[config.mk]
export PLATFORM = sky130hd
export DESIGN_NAME = poly_tone_synth
export DESIGN_NICKNAME = d
export VERILOG_FILES = /design/src/rtl/poly_tone_synth.sv
export SDC_FILE = /design/constraint.sdc
export NUM_CORES = 1
export LEC_CHECK = 0
export BUFFER_PORTS_ARGS = -buffer_cell sky130_fd_sc_hd__buf_4
export CORE_AREA = 3 3 252 254
export DETAILED_ROUTE_END_ITERATION = 10
export DIE_AREA = 0 0 255 257
export PLACE_DENSITY_LB_ADDON = 0.15
export REMOVE_ABC_BUFFERS = 1
export SYNTH_ARGS = -nofsm -noshare
export SYNTH_HDL_FRONTEND = slang
export SYNTH_SLANG_ARGS = --single-unit
[constraint.sdc]
create_clock -name CLOCK_50 -period 6 [get_ports CLOCK_50]
set_input_delay 0.6 -clock CLOCK_50 [delete_from_list [all_inputs] [get_ports CLOCK_50]]
set_output_delay 0.6 -clock CLOCK_50 [all_outputs]
set_load 0.01 [all_outputs]
[src/rtl/poly_tone_synth.sv]
// ---------------------------------------------------------------------------
// poly_tone_synth
// Polyphonic square-wave tone source. Each key has its own oscillator and a
// linear attack/release envelope. All voices are mixed with saturation, and
// the mix is handed to the audio controller at a fixed sample rate.
//
// Ports
//   CLOCK_50                in   system clock
//   resetn                  in   asynchronous reset, active low
//   keys                    in   raw key levels (asynchronous, 1 = pressed)
//   audio_out_allowed       in   audio controller FIFO has space
//   left_channel_audio_out  out  current sample (signed)
//   right_channel_audio_out out  same value as the left channel
//   write_audio_out         out  one-cycle write strobe
//   overrun                 out  sticky flag: a sample was dropped before it was written
//   active_voices           out  one bit per key, set while that key's gain is non-zero
// ---------------------------------------------------------------------------
module poly_tone_synth #(
    parameter int N_KEYS     = 10,
    parameter int HP_W       = 19,
    parameter logic [N_KEYS*HP_W-1:0] HALF_PERIODS = {
        19'd37922, 19'd42568, 19'd47778, 19'd50620, 19'd56818,
        19'd63775, 19'd71586, 19'd75842, 19'd85132, 19'd95554},
    parameter int ENV_W      = 8,
    parameter int ENV_STEP   = 1024,
    parameter int AMP_SHIFT  = 15,
    parameter int SAMPLE_W   = 32,
    parameter int SAMPLE_DIV = 1042
) (
    input  logic                CLOCK_50,
    input  logic                resetn,
    input  logic [N_KEYS-1:0]   keys,
    input  logic                audio_out_allowed,
    output logic [SAMPLE_W-1:0] left_channel_audio_out,
    output logic [SAMPLE_W-1:0] right_channel_audio_out,
    output logic                write_audio_out,
    output logic                overrun,
    output logic [N_KEYS-1:0]   active_voices
);

    localparam int STEP_W = (ENV_STEP > 1) ? $clog2(ENV_STEP) : 1;
    localparam int DIV_W  = (SAMPLE_DIV > 1) ? $clog2(SAMPLE_DIV) : 1;
    // Headroom so that the sum of all voices can never wrap before clamping.
    localparam int MIX_W  = SAMPLE_W + $clog2(N_KEYS) + 1;

    localparam logic [ENV_W-1:0] GAIN_MAX = {ENV_W{1'b1}};
    localparam logic signed [MIX_W-1:0] SAT_MAX =
        {{(MIX_W-SAMPLE_W+1){1'b0}}, {(SAMPLE_W-1){1'b1}}};
    localparam logic signed [MIX_W-1:0] SAT_MIN =
        {{(MIX_W-SAMPLE_W+1){1'b1}}, {(SAMPLE_W-1){1'b0}}};

    // ------------------------------------------------------------------
    // Key synchroniser
    // ------------------------------------------------------------------
    logic [N_KEYS-1:0] keys_meta_q;
    logic [N_KEYS-1:0] keys_s_q;

    always_ff @(posedge CLOCK_50 or negedge resetn) begin
        if (!resetn) begin
            keys_meta_q <= '0;
            keys_s_q    <= '0;
        end else begin
            keys_meta_q <= keys;
            keys_s_q    <= keys_meta_q;
        end
    end

    // ------------------------------------------------------------------
    // Shared envelope step timer
    // ------------------------------------------------------------------
    logic [STEP_W-1:0] step_cnt_q;
    logic              step_stb;

    assign step_stb = (step_cnt_q == STEP_W'(ENV_STEP - 1));

    always_ff @(posedge CLOCK_50 or negedge resetn) begin
        if (!resetn) begin
            step_cnt_q <= '0;
        end else if (step_stb) begin
            step_cnt_q <= '0;
        end else begin
            step_cnt_q <= step_cnt_q + STEP_W'(1);
        end
    end

    // ------------------------------------------------------------------
    // Per-key voices: envelope, oscillator, signed contribution
    // ------------------------------------------------------------------
    logic [N_KEYS-1:0][MIX_W-1:0] contrib;

    for (genvar k = 0; k < N_KEYS; k++) begin : g_voice
        localparam logic [HP_W-1:0] HP = HALF_PERIODS[k*HP_W +: HP_W];
        localparam bit HP_ZERO = (HP == '0);

        logic [ENV_W-1:0] gain_q, gain_d;
        logic [HP_W-1:0]  cnt_q;
        logic             phase_q;
        logic [MIX_W-1:0] level;

        // Gain saturates at both ends so the envelope can never wrap.
        always_comb begin
            gain_d = gain_q;
            if (step_stb) begin
                if (keys_s_q[k]) begin
                    if (gain_q != GAIN_MAX) gain_d = gain_q + ENV_W'(1);
                end else if (gain_q != '0) begin
                    gain_d = gain_q - ENV_W'(1);
                end
            end
        end

        // The oscillator keeps running through the release tail; once the
        // voice is fully silent it is parked at counter 0, phase 0 so the
        // next press always starts from the same point.
        always_ff @(posedge CLOCK_50 or negedge resetn) begin
            if (!resetn) begin
                gain_q  <= '0;
                cnt_q   <= '0;
                phase_q <= 1'b0;
            end else begin
                gain_q <= gain_d;
                if (HP_ZERO || (!keys_s_q[k] && gain_q == '0)) begin
                    cnt_q   <= '0;
                    phase_q <= 1'b0;
                end else if (cnt_q == HP) begin
                    cnt_q   <= '0;
                    phase_q <= ~phase_q;
                end else begin
                    cnt_q <= cnt_q + HP_W'(1);
                end
            end
        end

        assign level = MIX_W'(gain_q) << AMP_SHIFT;
        // A disabled oscillator contributes nothing, even with gain up.
        assign contrib[k] = (HP_ZERO || gain_q == '0) ? '0
                          : (phase_q ? level : -level);
        assign active_voices[k] = (gain_q != '0);
    end

    // ------------------------------------------------------------------
    // Mix with saturation
    // ------------------------------------------------------------------
    logic signed [MIX_W-1:0] mix_sum;
    logic [SAMPLE_W-1:0]     mix_d, mix_q;

    always_comb begin
        mix_sum = '0;
        for (int i = 0; i < N_KEYS; i++) begin
            mix_sum = mix_sum + $signed(contrib[i]);
        end
    end

    always_comb begin
        if (mix_sum > SAT_MAX) begin
            mix_d = {1'b0, {(SAMPLE_W-1){1'b1}}};
        end else if (mix_sum < SAT_MIN) begin
            mix_d = {1'b1, {(SAMPLE_W-1){1'b0}}};
        end else begin
            mix_d = mix_sum[SAMPLE_W-1:0];
        end
    end

    // ------------------------------------------------------------------
    // Sample pacing and handshake
    // ------------------------------------------------------------------
    logic [DIV_W-1:0]    tick_cnt_q;
    logic                tick;
    logic                grant;
    logic [SAMPLE_W-1:0] sample_q;
    logic                pending_q;
    logic                overrun_q;

    assign tick  = (tick_cnt_q == DIV_W'(SAMPLE_DIV - 1));
    assign grant = pending_q & audio_out_allowed;

    always_ff @(posedge CLOCK_50 or negedge resetn) begin
        if (!resetn) begin
            mix_q      <= '0;
            tick_cnt_q <= '0;
            sample_q   <= '0;
            pending_q  <= 1'b0;
            overrun_q  <= 1'b0;
        end else begin
            mix_q      <= mix_d;
            tick_cnt_q <= tick ? '0 : tick_cnt_q + DIV_W'(1);
            if (tick) begin
                // A grant in the same cycle still writes the old sample, so
                // only an unwritten pending sample counts as lost.
                sample_q  <= mix_q;
                pending_q <= 1'b1;
                if (pending_q && !grant) overrun_q <= 1'b1;
            end else if (grant) begin
                pending_q <= 1'b0;
            end
        end
    end

    assign left_channel_audio_out  = sample_q;
    assign right_channel_audio_out = sample_q;
    assign write_audio_out         = grant;
    assign overrun                 = overrun_q;

endmodule

Word level (Yosys, flattened, before mapping):

Cells that the tools add are included.

* flip-flop bits (word level): 387
* bits of input ports: 13
* output and inout port bits: 76
* logic and storage cells: 304

* add/subtract/negate cells: 51
* magnitude comparators: 2
* equality and inequality tests: 32
* muxes and demuxes: 96
* bitwise gates (word level): 11
* reduce and logical (&&, ||, !) cells: 74

Operators with widths (count)
* $mux 37: 20
* $mux 19: 20
* $neg 23->37: 10
* $add 37x37->37: 9
* $mux 8: 30
* $add 19x1->19 const B: 10
* $eq 19x16->1 const B: 6
* $add 8x1->8 const B: 10
* $logic_not 8->1: 10
* $ne 8x8->1 const B: 10
* $reduce_bool 8->1: 10
* $sub 8x1->8 const B: 10
* $eq 19x17->1 const B: 4
* $mux 32: 2
* $reduce_bool 2->1: 21
* $gt 37x32->1 const B: 1
* $lt 37x32->1 const B: 1
* $reduce_and 3->1: 10
* $mux 1: 22
* $ne 2x1->1 const B: 10
* $add 11x1->11 const B: 1
* $eq 11x11->1 const B: 1
* $logic_and 1x1->1: 11
* $logic_not 1->1: 11
* 7 further kinds: 16

Logic depth before layout (Yosys ltp):

Gate-level depths: netlist of run 1.

* word-level depth: 15
* depth in mapped cells: 28
* gate-level depth less buffers: 25

Least setup slack after synthesis of run 1:

Ideal clock, no wire load.

* kind: reg2reg
* start point: register g_voice[0].gain_q[2]
* end point: register mix_q[22]
* library setup time: 0.124 ns
* data arrival time: 6.448 ns
* required time: 5.876 ns
* slack: -0.572 ns
* stages on the path, launching flop included: 25
* buffers on the path: 3
* clock period less this slack: 6.572 ns
* path through: dfrtp_1 > nor3_1 > nor3b_1 > and3_1 > clkbuf_1 > nor2_1 > o21ai_0 > inv_1 > fa_1 > fa_1 > fa_1 > inv_1 > fa_1 > inv_1 > fa_1 > ha_1 > buf_2 > and4_1 > a221oi_2 > a21boi_2 > a2111oi_2 > o21ai_1 > o41ai_4 > buf_6 > a21oi_1

* word-level cells in the longest chain between the ends: 15
* elaborated cells between the ends (all ways): 17
* those cells by class: 10 x add/sub; 2 x order compare; 4 x mux; 1 x reduce/logical

RTL lines
* start, declared: RTL line 95 `logic [ENV_W-1:0] gain_q, gain_d;`
* start signal, assigned: RTL line 121 `gain_q <= gain_d;`
* $neg 23->37: RTL line 137 `: (phase_q ? level : -level);`
* $mux 37: RTL line 137
* $mux 37 (*): RTL line 136 `assign contrib[k] = (HP_ZERO || gain_q == '0) ? '0`
* $add 37x37->37 (*) (9 in series): RTL line 150 `mix_sum = mix_sum + $signed(contrib[i]);`
* $lt 37x32->1: RTL line 157 `end else if (mix_sum < SAT_MIN) begin`
* $mux 32: RTL line 157
* $mux 32 (*): RTL line 155 `if (mix_sum > SAT_MAX) begin`
* named net mix_d[22]: RTL line 145 `logic [SAMPLE_W-1:0] mix_d, mix_q;`
* end signal, assigned: RTL line 185 `mix_q <= mix_d;`
* end, declared: RTL line 145

Mark *: on every way through the listed nets, which the timed path passes. The rest lies on a longest branch.
A chain may end at the register's enable or synchronous reset.

Final worst setup path of run 1:

* start point: register g_voice[8].gain_q[2]
* end point: register mix_q[19]

* word-level cells in the longest chain between the ends: 8
* elaborated cells between the ends (all ways): 10
* those cells by class: 3 x add/sub; 2 x order compare; 4 x mux; 1 x reduce/logical

RTL lines (RTL line)
* start, declared: 95
* start signal, assigned: 121
* $neg 23->37: 137
* $mux 37: 137
* $mux 37 (*): 136
* $add 37x37->37 (*) (2 in series): 150
* $lt 37x32->1: 157
* $mux 32: 157
* $mux 32 (*): 155
* named net mix_d[19]: 145

Marks and branches as above.

==> results.toml, run 1 <==
[outcome]
status = "finished with violations"
violations = "setup timing"

[hold_path]
worstHoldPathType = "in2async"

[sta]
fmaxAchievable_mhz = 156.9
tightest_slew_ns = 1.066
drv_slew = 0
finalCritPeriodShare = 1.062
fin_crit_ns = 6.373
rsz0062_at_grt = "yes"
setup_tns_ns = -6.127
slew_headroom = 0.2890
setup-violations-final = 18
hold_viol = 0
skew_ns = 0.02461
holdWs_ns = 0.01830
timing.final.ws_setup_ns = -0.3731

[worst_setup_path]
cpPeakStageDelay_ns = 0.52
reg2reg_slack_ns = -0.37
r2r_cells = 26
rr_startpoint = "g_voice[8].gain_q[2]"
cp_max_fo = 8
crit_path_end_kind = "flip-flop"
cp.arrival_ns = 6.82
critical_path_required_ns = 6.45
crit_type = "reg2reg"
start_kind = "flip-flop"
worstReg2RegEnd = "mix_q[19]"
critPathSlowestCell = "fa_1"

[drt]
drtAntennaViolNets = 0
vias = 18030
drt_first_pass_iters = 5
via_per_inst = 4.915
wl_per_cell_um = 14.94
drt_iter0_drc = 840
routed_wl_um = 54800
drc = 0

[finish]
regArea_um2 = 8985
nets = 3135
fillers = 5730
diodes = 0
multi_input_area_um2 = 14670
area_delta_synth_final_pct = 22.03
finalNonFillerCells = 3668
drive_above_1_share = 0.2241

[yosys]
synth_edf_count = 0
synth_top_family_by_area = "adder cells"
yosysTopAreaCell = "dfrtp_1"
postSynthCellCount = 2531
ys_ff_latch = 359
async_flop_share = 1.000
synth_ff_type = "dfrtp_1"
yosysWarningCount = 0
syn_area_per_cell_um2 = 9.687
synthXorXnorAreaFrac = 0.1189
ys_top_cells_by_area = "dfrtp_1 (37%), fa_1 (11%), ha_1 (7.0%)"
netlist.area_leader.share = 0.3664
synth-seq-area-share = 0.3664
synthMuxAreaShare = 0.03149
synth_adder_area_share = 0.1842
synth_compound_area_frac = 0.07267
syn_area_um2 = 24520
synthSimpleGateAreaFrac = 0.1633
ys_types = 64

[clock_tree]
cts_buffers = 44
cts_tree = "done"
clkTransAtPathRegs_ns = 0.06
cts_hold_buffers = 0
numClockSinks = 359
cts_buffer_depth = 3
clk_latency_ns = 0.59
root_buffer = "clkbuf_16"
cts_htree_levels = 2

[pwr]
power.density_nw_per_um2 = 179.4
peakVddDrop_v = 0.0001623
power_mw = 5.366
p_leak_nw = 14.68

[global_routing]
grtUsageTotal = 0.1708
grt_pass1_vias = 18890
overflow = 0
grt_pass1_wl_um = 93340
grt_max_degree = 170
antenna_found_initial = 0

[die]
rows = 91
io_pins = 89
die_area_um2 = 65540
design.core.area_um2 = 61480
initial_core_util = 0.3988
dieWidth_um = 255
die_h_um = 257

[placement]
port_buffers = 88
hpwl_um = 40930
gp_congestion = 0.8765
place_inst = 3554

[flow_run]
drv_cap = 0
## layout make-up
cell class              instances  share of cell area
flip-flops and latches        359              0.3003
clock inverters                14            0.005855
clock buffers                  65             0.04383
inverters                     258             0.03237
well taps                     790             0.03304
repair buffers                366             0.09426
multi-input cells            1816              0.4904
## where the power goes
group	leakage [nW]	internal (mW)	switching (mW)
sequential	4.92	2.45	0.0263
combinational	9.03	0.0588	0.122
clock	0.741	1.65	1.07
total	14.7	4.15	1.22
## cell families (layout without fill, tap and decap cells)
| family | after synthesis | after routing |
|---|---|---|
| simple gates | 845 | 845 |
| fa+ha+maj | 277 | 277 |
| mux | 70 | 70 |
| buf+inv | 356 | 703 |
| xor+xnor | 332 | 332 |
| compound gates | 292 | 292 |
| flops | 359 | 359 |
## layout by cell type, fill, tap and decap left out, types with 54 or more instances in the layout
cell     instances
nand2_1        151
nor2_1         332
nand3_1         89
fa_1           120
mux2_2          55
o21ai_0         54
xnor2_1        170
dfrtp_1        358
ha_1           121
a21oi_1        110
buf_4          356
xor2_1         158
inv_1          235
## layer usage
metal	GRT usage	routed length [µm]
met3	0.02699	1846
met1	0.2319	25570
met5	0.009023	78
met2	0.2840	26170
met4	0.04355	1134
## flip-flops by register name, summed over array words and instances, names as in the netlist, 11 cells and up
register / count
mix_q: 18
left_channel_audio_out: 18
tick_cnt_q: 11
g_voice.cnt_q: 190
g_voice.gain_q: 80
## how the worst max path moves through the flow
stage | from | end | slack (ns) | cells past startpoint
final | g_voice[8].gain_q[2] | mix_q[19] | -0.37 | 26
after floorplan | g_voice[3].gain_q[2] | mix_q[15] | -0.58 | 23
after global placement | g_voice[6].gain_q[2] | mix_q[26] | -0.52 | 24
after detailed placement | g_voice[6].gain_q[2] | mix_q[24] | -0.65 | 24
after CTS | g_voice[3].gain_q[0] | mix_q[24] | -0.35 | 22
after global routing | g_voice[8].gain_q[2] | mix_q[27] | -0.63 | 26
## per-stage QoR
step	instance area (µm²)	utilization	setup slack, ns
finish	29920	0.4866	-0.3731
global route	29920	0.4866	-0.6251
CTS	29510	0.4800	-0.3525
detailed placement	27460	0.4466	-0.6511
global placement	27460	0.4466	-0.5223
floorplan	23940	-	-0.5771
## synthesized netlist by cell type, types with 3 or more instances
| master | number |
|---|---|
| nor2b_1 | 7 |
| and4_1 | 8 |
| a21oi_1 | 120 |
| mux2i_1 | 13 |
| xor2_1 | 159 |
| o21a_1 | 3 |
| nor2_1 | 344 |
| fa_1 | 140 |
| o21bai_1 | 21 |
| ha_1 | 137 |
| buf_1 | 5 |
| nor4_1 | 9 |
| or3_1 | 19 |
| dfrtp_1 | 359 |
| nor4b_1 | 21 |
| clkbuf_2 | 3 |
| nand3_1 | 92 |
| and3_1 | 44 |
| o211ai_1 | 6 |
| nand2b_1 | 12 |
| o21ai_0 | 61 |
| inv_1 | 258 |
| nand4b_1 | 3 |
| xnor2_1 | 172 |
| clkbuf_1 | 23 |
| a21o_1 | 40 |
| nor4bb_1 | 3 |
| o21ai_1 | 8 |
| nand4_1 | 53 |
| buf_2 | 20 |
| or2_2 | 8 |
| mux2_2 | 57 |
| nor3_1 | 38 |
| and2_1 | 13 |
| buf_4 | 46 |
| nor3b_1 | 6 |
| a31oi_1 | 15 |
| nand2_1 | 155 |
## timing repair
| action | 4_1_cts | 5_1_grt |
|---|---|---|
| buffers inserted | 18 | 19 |
| cloned | 1 | 0 |
| resized for setup | 94 | 71 |
| endpoints found under the setup margin | 18 | 18 |
| pin swaps | 19 | 83 |
## critical path, delay by kind of cell (launching register included)
kind / cells / cell delay [ns]
AOI/OAI and AO/OA: 5 / 0.93
xor gates and xnor gates: 1 / 0.26
adders and majority gates: 7 / 2.89
buffers and inverters: 6 / 0.63
DFF: 1 / 0.39
muxes: 1 / 0.26
and+or+nand+nor: 6 / 0.87
Note: power is estimated with default switching activity, not from simulation.
==> inputs of run 2 (changes only) <==
BUFFER_PORTS_ARGS = -buffer_cell sky130_fd_sc_hd__buf_2   (was -buffer_cell sky130_fd_sc_hd__buf_4)
SETUP_SLACK_MARGIN = 0.02   (was unset)
==> run 2 against run 1 <==
Compared with the run above: the flow finishes with violations (hold timing, setup timing); sequential power about the same; non-clock buffer count up 2; combinational power about the same; count of clock-buffer cells in the layout down 3; largest cell class unchanged; power up 1.0%; register-to-register slack worse by 0.02 ns; critical path depth down 1; critical endpoint is now mix_q[26]; utilization down 0.53 points; clock power up 2%.
==> results.toml, run 2 (synthesis results as in run 1) <==
[outcome]
status = "finished with violations"
violations = "hold timing, setup timing"

[placement]
place_inst = 3563
dp_slack_ns = -0.5526
gp_congestion = 0.8670
port_buffers = 88
post_dp_cell_area_um2 = 27320
hpwl_um = 41330

[finish]
area_delta_synth_final_pct = 20.70
finalInstanceArea_um2 = 29590
multi_input_area_um2 = 14520
regMostFlops = "g_voice.cnt_q"
drive_above_1_share = 0.2135
largest_reg_flops = 190
finalNonFillerCells = 3666
final_common_cell = "dfrtp_1"
final_cell_mix = "dfrtp_1 (359), nor2_1 (339), buf_4 (273), inv_1 (243), xnor2_1 (170)"
top_regs = "g_voice.cnt_q x190, g_voice.gain_q x80"
nets = 3137
diodes = 0
regArea_um2 = 8984
fillers = 5799
final_util = 0.4813

[worst_setup_path]
start_kind = "flip-flop"
crit_type = "reg2reg"
critPathSlowestCell = "fa_1"
reg2reg_slack_ns = -0.39
cp_max_fo = 8
rr_startpoint = "g_voice[6].gain_q[4]"
cp_common_cell = "fa_1"
worstReg2RegEnd = "mix_q[26]"
r2r_cells = 25
cpPeakStageDelay_ns = 0.53
critical_path_required_ns = 6.44
cp.arrival_ns = 6.84
crit_path_end_kind = "flip-flop"

[sta]
fmaxAchievable_mhz = 156.4
rsz0062_at_grt = "yes"
tightest_slew_ns = 1.133
drv_slew = 0
setup-violations-final = 18
fin_crit_ns = 6.393
finalCritPeriodShare = 1.066
hold_viol = 1
timing.final.ws_setup_ns = -0.3934
slew_headroom = 0.2405
skew_ns = 0.01398
holdWs_ns = -0.0008210

[clock_tree]
cts_hold_buffers = 0
cts_tree = "done"
numClockSinks = 359
root_buffer = "clkbuf_16"
clkTransAtPathRegs_ns = 0.06
cts_buffers = 44
clk_latency_ns = 0.57
cts_htree_levels = 2
cts_buffer_depth = 3

[pwr]
power.share.combinational = 0.033
p_int_mw = 4.238
p_clk_frac = 0.511
seq_power_share = 0.456
p_switching_mw = 1.184
swShare = 0.2184
power.density_nw_per_um2 = 183.2
peakVddDrop_v = 0.0001774
p_leak_nw = 14.69

[die]
initial_core_util = 0.3988
io_pins = 89
dieWidth_um = 255
die_h_um = 257
rows = 91
die_area_um2 = 65540
design.core.area_um2 = 61480

[drt]
vias = 17950
wl_per_cell_um = 14.90
drc = 0
drtAntennaViolNets = 0
routed_wl_um = 54620
drt_first_pass_iters = 5
via_per_inst = 4.897
drt_iter0_drc = 992

[global_routing]
grtUsageTotal = 0.1713
overflow = 0
grt_pass1_wl_um = 93050
grt_pass1_vias = 18980
antenna_found_initial = 0
grt_max_degree = 146

[flow_run]
drv_cap = 0

[hold_path]
worstHoldPathType = "in2async"
==> run 2: cell count changes in the layout (fill, tap and decap cells not counted), sizes merged <==
cell	before	now
clkinv	9	5
bufinv	3	6
buf	365	367
inv	260	259
clkbuf	66	63
clkinvlp	0	1
==> run 2: routing by layer <==
metal	track usage	up-vias	part of all wire
met1	0.2331	8768	0.47
met4	0.04435	0	0.020
met5	0	-	0
li1	-	8913	-
met3	0.02345	77	0.031
met2	0.2874	195	0.48
==> run 2: cell type report <==
cell class | instances | share of cell area
clock inverters | 13 | 0.007991
inverters | 258 | 0.03272
repair buffers | 368 | 0.08849
clock buffers | 62 | 0.04321
multi-input cells | 1816 | 0.4906
well taps | 790 | 0.03340
flip-flops and latches | 359 | 0.3036
==> run 2: power by group through the flow <==
stage / registers [mW] / logic [mW] / clock network [mW]
after floorplan: 2.51 / 0.100 / 0
after global placement: 2.51 / 0.179 / 0
after detailed placement: 2.52 / 0.186 / 0
after CTS: 2.47 / 0.187 / 2.88
after global routing: 2.47 / 0.212 / 2.97
final: 2.47 / 0.180 / 2.77
==> run 2: timing repair <==
action / in CTS / in global routing
setup buffers: 14 / 16
setup endpoints to repair: 18 / 18
resized for setup: 75 / 48
pin swaps: 39 / 38
gates cloned: 1 / 0
==> run 2: metrics by stage <==
stage	hold WS, ns	setup TNS (ns)	power [mW]
floorplan	0.3044	-9.631	2.609
finish	-0.0008210	-6.129	5.423
detailed placement	0.3347	-9.334	2.701
global placement	0.3340	-7.314	2.693
CTS	0.02332	-5.084	5.535
global route	0.04280	-11.34	5.652
==> run 2: how the worst max path moves through the flow <==
stage | from | end | slack (ns) | depth (start not counted)
3_3_place_gp | g_voice[6].gain_q[2] | mix_q[19] | -0.43 | 25
5_1_grt | g_voice[1].gain_q[4] | mix_q[28] | -0.68 | 26
4_1_cts | g_voice[6].gain_q[2] | mix_q[28] | -0.32 | 24
2_1_floorplan | g_voice[3].gain_q[2] | mix_q[15] | -0.58 | 23
3_5_place_dp | g_voice[6].gain_q[2] | mix_q[17] | -0.55 | 24
6_report | g_voice[6].gain_q[4] | mix_q[26] | -0.39 | 25
==> run 2: worst max-delay path, delay by kind of cell, from the launching register on <==
kind	cells	cell delay [ns]
AO/OA/AOI/OAI	7	1.51
adder cells (fa/ha/maj)	7	2.72
buffers and inverters	6	0.69
flip-flops	1	0.38
multiplexers	1	0.26
AND/OR/NAND/NOR	4	0.71
